<file path="src/rtl/pc_branch_pkg.sv">
// pc_branch_pkg: shared encodings for the branch sequencer.
//   op_e        - branch operation codes carried on the op port
//   state_e     - sequencer FSM state encoding
//   TAKEN_CNT_W - width of the optional taken-branch counter
package pc_branch_pkg;

    typedef enum logic [1:0] {
        OP_NOP = 2'd0,
        OP_JMP = 2'd1,
        OP_JZ  = 2'd2,
        OP_JNZ = 2'd3
    } op_e;

    typedef enum logic [1:0] {
        ST_IDLE   = 2'd0,
        ST_SETTLE = 2'd1,
        ST_COMMIT = 2'd2
    } state_e;

    localparam int TAKEN_CNT_W = 8;

endpackage

</file>
<file path="src/rtl/pc_branch_decide.sv">
// pc_branch_decide: combinational branch decision.
//   op   (in)  held branch operation
//   z    (in)  comparator zero flag (1 = AC equals bus)
//   take (out) 1 when the pc must load the branch target
module pc_branch_decide
    import pc_branch_pkg::*;
(
    input  op_e  op,
    input  logic z,
    output logic take
);

    always_comb begin
        take = 1'b0;
        case (op)
            OP_JMP:  take = 1'b1;
            OP_JZ:   take = z;
            OP_JNZ:  take = ~z;
            default: take = 1'b0;
        endcase
    end

endmodule

</file>
<file path="src/rtl/pc_branch_seq.sv">
// pc_branch_seq: program-counter branch sequencer.
// Accepts one branch op in IDLE, waits one SETTLE cycle so the comparator
// output is stable after an AC load on the accept edge, then commits in
// COMMIT (held there while stall is high). pc either loads the captured
// target or increments (wrapping).
//
// Ports:
//   clk, rst_n         clock, asynchronous active-low reset
//   op_valid/op_ready  op handshake (ready only in IDLE)
//   op, target         branch operation and destination, captured on accept
//   z                  comparator zero flag, sampled on the commit edge
//   stall              holds the COMMIT state
//   pc                 registered program counter
//   taken              one-cycle pulse after a commit that loaded target
//   busy               state is not IDLE
//   taken_cnt          saturating taken-branch count (PC_BRANCH_STATS_EN only)
//
// Build option: define PC_BRANCH_STATS_EN to add the taken_cnt output.
module pc_branch_seq
    import pc_branch_pkg::*;
#(
    parameter int WIDTH = 8
) (
    input  logic             clk,
    input  logic             rst_n,
    input  logic             op_valid,
    output logic             op_ready,
    input  logic [1:0]       op,
    input  logic [WIDTH-1:0] target,
    input  logic             z,
    input  logic             stall,
    output logic [WIDTH-1:0] pc,
    output logic             taken,
    output logic             busy
`ifdef PC_BRANCH_STATS_EN
    ,
    output logic [TAKEN_CNT_W-1:0] taken_cnt
`endif
);

    state_e           state, state_nxt;
    op_e              op_q;
    logic [WIDTH-1:0] target_q;
    logic             ready_en;
    logic             accept;
    logic             commit;
    logic             take;

    // Keeps op_ready low until the first edge after reset release.
    always_ff @(posedge clk or negedge rst_n) begin
        if (!rst_n) ready_en <= 1'b0;
        else        ready_en <= 1'b1;
    end

    assign op_ready = ready_en && (state == ST_IDLE);
    assign busy     = (state != ST_IDLE);
    assign accept   = op_valid && op_ready;

    always_ff @(posedge clk or negedge rst_n) begin
        if (!rst_n) state <= ST_IDLE;
        else        state <= state_nxt;
    end

    always_comb begin
        state_nxt = state;
        commit    = 1'b0;
        case (state)
            ST_IDLE:   if (accept) state_nxt = ST_SETTLE;
            ST_SETTLE: state_nxt = ST_COMMIT;
            ST_COMMIT: begin
                if (!stall) begin
                    commit    = 1'b1;
                    state_nxt = ST_IDLE;
                end
            end
            default:   state_nxt = ST_IDLE;
        endcase
    end

    pc_branch_decide u_decide (
        .op   (op_q),
        .z    (z),
        .take (take)
    );

    always_ff @(posedge clk or negedge rst_n) begin
        if (!rst_n) begin
            op_q     <= OP_NOP;
            target_q <= '0;
        end else if (accept) begin
            op_q     <= op_e'(op);
            target_q <= target;
        end
    end

    // z only reaches state through take on the commit edge.
    always_ff @(posedge clk or negedge rst_n) begin
        if (!rst_n) begin
            pc    <= '0;
            taken <= 1'b0;
        end else begin
            taken <= commit && take;
            if (commit) pc <= take ? target_q : pc + WIDTH'(1);
        end
    end

`ifdef PC_BRANCH_STATS_EN
    always_ff @(posedge clk or negedge rst_n) begin
        if (!rst_n)
            taken_cnt <= '0;
        else if (taken && (taken_cnt != {TAKEN_CNT_W{1'b1}}))
            taken_cnt <= taken_cnt + 1'b1;
    end
`endif

endmodule
</file>
<file path="config.mk">
export PLATFORM = sky130hd
export DESIGN_NAME = pc_branch_seq
export DESIGN_NICKNAME = d
export VERILOG_FILES = /design/src/rtl/pc_branch_pkg.sv /design/src/rtl/pc_branch_decide.sv /design/src/rtl/pc_branch_seq.sv
export SDC_FILE = /design/constraint.sdc
export NUM_CORES = 1
export LEC_CHECK = 0
export CAP_MARGIN = 40
export CORE_MARGIN = 2
export CORE_UTILIZATION = 30
export CTS_CLUSTER_SIZE = 24
export DETAILED_ROUTE_END_ITERATION = 8
export PLACE_DENSITY = 0.51
export SETUP_SLACK_MARGIN = 0.3
export SLEW_MARGIN = 20
export SYNTH_ARGS = -nofsm -noshare
export SYNTH_HDL_FRONTEND = slang
export SYNTH_SLANG_ARGS = --single-unit
</file>
<file path="constraint.sdc">
create_clock -name clk -period 3.4 [get_ports clk]
set_input_delay 0.85 -clock clk [delete_from_list [all_inputs] [get_ports clk]]
set_output_delay 0.85 -clock clk [all_outputs]
set_load 0.01 [all_outputs]
</file>
== Word level (Yosys, flattened, before mapping) ==
Index checks and enable logic that the tools add are counted.

* Register bits: 22
* Bits in latches: 0
* Memory bits (writable): 0
* ROM bits: 0
* Bits of input ports: 15
* Output and inout port bits: 11
* Word-level logic and storage cells: 28
* Memories: 0

* Add/sub/neg operators: 1
* Multipliers: 0
* Div/mod/pow operators: 0
* Order comparisons: 0
* Equality and inequality tests: 7
* Shift-type cells: 0
* Multiplexer cells: 7
* Bitwise operators: 1
* Reduce and logical (&&, ||, !) cells: 6

{| class="wikitable"
|+ Operator list
! operator !! count
|-
| 8-bit by 1-bit adder with 8-bit output (second input constant) || 1
|-
| 8-bit 2-to-1 mux || 1
|-
| 2-bit == test (second input constant) || 3
|-
| 2-bit one-hot mux with 3 select lines || 1
|-
| 2-bit by 1-bit == test with 1-bit output (second input constant) || 2
|-
| 2-bit 2-to-1 mux || 2
|-
| 2-bit != test (second input constant) || 2
|-
| 1-bit logical AND || 3
|-
| 1-bit one-hot mux with 3 select lines || 1
|-
| 2-bit zero test || 1
|-
| 1-bit 2-to-1 mux || 2
|-
| 2-bit AND reduction || 1
|-
| 2-bit nonzero test || 1
|-
| 1-bit inverter || 1
|}

== Logic depth before layout (Yosys ltp) ==
* Word-level depth: 5
* Mapped depth: 5
* Mapped depth without buffers: 5

== Cells and area by module ==
A second synthesis with hierarchy kept.

* Cell total of the unflattened synthesis: 89
* Area total of the unflattened synthesis: 1058.5 µm²

{| class="wikitable"
|+ Modules (own cells, without submodules)
! module !! times used !! cells an instance !! area an instance (µm²) !! seq. area each (µm²)
|-
| pc_branch_seq || 1 || 87 || 1046.0 || 550.5
|-
| pc_branch_decide || 1 || 2 || 12.5 || 0.0
|}

== Worst setup path before layout ==
OpenSTA, ideal clock, no wires.

* Kind: input-to-reg
* From: input stall
* To: register pc[0]
* Library setup time: 0.126 ns
* Arrival time: 1.662 ns
* Required time: 3.274 ns
* Slack: 1.612 ns
* Stages: 3
* Path buffers: 1
* Cell sequence: or3b_1 -> buf_6 -> a221o_1

* Word-level cells in the longest chain between the ends: 2

{| class="wikitable"
|+ RTL lines
! item !! RTL line !! RTL
|-
| start, declared || pc_branch_seq.sv:31 || <nowiki>input logic stall,</nowiki>
|-
| 1-bit 2-to-1 mux || pc_branch_seq.sv:71 || <nowiki>if (!stall) begin</nowiki>
|-
| 1-bit 2-to-1 mux || pc_branch_seq.sv:67 || <nowiki>case (state)</nowiki>
|-
| end signal, assigned || pc_branch_seq.sv:103 || <nowiki>if (commit) pc <= take ? target_q : pc + WIDTH'(1);</nowiki>
|-
| end, declared || pc_branch_seq.sv:32 || <nowiki>output logic [WIDTH-1:0] pc,</nowiki>
|}

No other way between the ends.
A chain may end at the register's enable or synchronous reset.

== Final worst setup path ==
* From: register state[0]
* To: output op_ready

* Word-level cells in the longest chain between the ends: 2

{| class="wikitable"
|+ RTL lines
! item !! RTL line !! RTL
|-
| start, declared || pc_branch_seq.sv:41 || <nowiki>state_e state, state_nxt;</nowiki>
|-
| start signal, assigned || pc_branch_seq.sv:61 || <nowiki>else state <= state_nxt;</nowiki>
|-
| 2-bit zero test || pc_branch_seq.sv:55 || <nowiki>assign op_ready = ready_en && (state == ST_IDLE);</nowiki>
|-
| 1-bit logical AND || pc_branch_seq.sv:55 ||
|-
| end, declared || pc_branch_seq.sv:27 || <nowiki>output logic op_ready,</nowiki>
|}

No other way between the ends.

==> metrics.cfg <==
[status]
status = completed

[logic_synthesis]
seq_area_frac_synth_pct = 49.8
async_flop_share_pct = 100
syn_area_per_cell_um2 = 12.4
syn_nets = 105
ys.flop_type = dfrtp_1
synth.cell_area_um2 = 1110
syn_inst = 89
synth-seq-cells = 22
synth_enable_flop_cells = 0
yosys_warnings = 0
synth_cell_types = 31

[setup_path]
cp.arrival_ns = 1.59
cp.required_ns = 2.55
critPathTopFamily = buffers and inverters
slowest_stage = clkdlybuf4s50_1
cp-start-kind = flop
cp_slowest_stage_delay_ns = 0.54
path_cells = or2_4 -> nor2_4 -> clkdlybuf4s50_1
crit_fanout = 4
crit_buf_inv = 1
endpoint_kind = output pin
worstSetupPathType = flop to output pin

[cts]
clock_sinks = 22
hold_buffers = 0
cts_buffers = 3
htreeDepth = 1
postCtsSetupBuffers = 0
cts_resized = 0
cts_buffer_depth = 2
ctsRootBufferMaster = clkbuf_8
clock_latency_ns = 0.26
cts_tree = built
clkTransAtPathRegs_ns = 0.08

[sta]
timing.fmax_ghz = 0.410
tns_ns = 0
finalCritPeriodShare_pct = 71.8
setup_ws_ns = 0.958
max-slew-margin-rel_pct = 53.0
fin_crit_ns = 2.44
tightest_slew_ns = 0.705
final_hold_viol_count = 0
rsz0062_at_grt = no
setup_viol = 0
slew_viol_final = 0
finClkSkew_ns = 0.00550

[finish]
fillCellCount = 364
final_nets = 133
diodes = 0
areaGrowthSynthToFinish_pct = 29.9
drive_gt1_share_pct = 18.1

[placement]
place_ws_ns = 0.869
io_buffers = 25
hpwl_um = 1530
place.gp.congestion = 0.734

[die]
rows = 22
die_w_um = 64.7
initial_core_util_pct = 30.7
die_h_um = 64.7
dieArea_um2 = 4190
ios = 26
core_area_um2 = 3610

[global_route]
grt_max_degree = 23
grt_pass1_vias = 855
grt_antenna_before_repair = 0
grtUsageTotal_pct = 11.9
globalRoute.totalOverflow = 0
grt_first_pass_wirelength_um = 3850

[routing]
drc = 0
routedWlPerCell_um = 12.8
wirelength_um = 2100
drtIter0Drc = 7
via_count = 775
post_drt_via_cell_ratio = 4.73
drtAntennaViolNets = 0
dr.pass1.iters = 4

[power]
powerDensity_nw_per_um2 = 719
power.leakage_uw = 0.000620
ir_drop_mv = 0.238

[min_path]
hold_class = flop to flop

[flow_run]
maxCapViolations = 0

## cell usage in the layout (no fill, tap or decap), types with 3 or more instances in the layout
master           Yosys  final
a21oi_1              4      4
a2bb2oi_1            3      3
clkbuf_8             0      4
clkdlybuf4s50_1      0     25
dfrtp_1             22     22
inv_1                4      4
mux2_4               9      9
mux2i_1              7      7
nand2_1              8      8
nand3_1              4      4
## final timing paths
kind / slack, ns / to / cells after the start / start
setup / recovery: 0.96 / op_ready / 3 / state[0]$_DFFE_PN0P_
hold / removal: 0.52 / target_q[0]$_DFFE_PN0P_ / 1 / target_q[0]$_DFFE_PN0P_
setup reg to reg: 1.78 / pc[6]$_DFFE_PN0P_ / 4 / op_q[1]$_DFFE_PN0P_
hold reg to reg: 0.52 / target_q[0]$_DFFE_PN0P_ / 1 / target_q[0]$_DFFE_PN0P_
max in group asynchronous: 2.24 / target_q[7]$_DFFE_PN0P_ / 2 / rst_n
min in group asynchronous: 0.93 / op_q[0]$_DFFE_PN0P_ / 2 / rst_n
## synth_stat cells, types with 2 or more instances
master,n,area [µm²]
mux2_4,9,135
buf_6,2,22.5
a2bb2oi_1,3,26.3
nand3_1,4,20.0
a22oi_1,2,15.0
inv_1,4,15.0
mux2i_1,7,70.1
a21oi_1,4,20.0
nor2_1,2,7.51
o21ai_0,2,10.0
and3_1,2,12.5
nand2_1,8,30.0
dfrtp_1,22,551
## cells by family after synthesis
group / Yosys count / share of synthesized area [%]
AO/OA/AOI/OAI: 14 / 8.49
adder cells (fa/ha/maj): 1 / 1.13
buffers and inverters: 7 / 5.20
XOR/XNOR: 2 / 2.26
other: 1 / 0.339
AND/OR/NAND/NOR: 25 / 13.2
flip-flops: 22 / 49.8
multiplexers: 17 / 19.6
## worst reg2reg max path, stage by stage, from the launching register on
cell and delay [ns]:
dfrtp_1 0.39, nand2_1 0.13, xor2_2 0.58, mux2i_1 0.28
a2bb2oi_1 0.09
## stage by stage
| stage | hold slack, ns | cell area (µm²) | utilization, % | power [µW] | cells |
|---|---|---|---|---|---|
| global route | 0.531 | 1440 | 39.8 | 1110 | 164 |
| CTS | 0.525 | 1440 | 39.8 | 1050 | 164 |
| global placement | 0.494 | 1380 | 38.3 | 848 | 160 |
| finish | 0.520 | 1440 | 39.8 | 1030 | 164 |
| detailed placement | 0.505 | 1380 | 38.3 | 858 | 160 |
| floorplan | 0.475 | 1110 | - | 690 | 89 |
## layer usage
layer / global-route usage (%) / share of wire (%) / vias to the layer above
met1: 15.2 / 45 / 381
met5: 0 / 0 / -
met2: 18.6 / 48 / 20
li1: - / - / 368
met3: 1.74 / 3.2 / 6
met4: 7.71 / 3.4 / 0
## final cells by class
cell class / count / area, µm² / share of cell area (%)
repair buffers: 26 / 258 / 17.9
inverters: 4 / 15.0 / 1.05
clock buffers: 4 / 55.1 / 3.83
multi-input cells: 60 / 498 / 34.7
flip-flops and latches: 22 / 551 / 38.3
well taps: 48 / 60.1 / 4.18
## where the power goes
| part | internal (µW) | switching (µW) | total (µW) |
|---|---|---|---|
| clock network | 103 | 81.4 | 184 |
| logic | 243 | 168 | 411 |
| registers | 347 | 89.4 | 437 |
| total | 693 | 339 | 1030 |
## registers in the layout, indices dropped and copies added, names as in the netlist
signal    cells
op_q          2
pc            8
ready_en      1
state         2
taken         1
target_q      8
(Power assumes the default switching activity.)
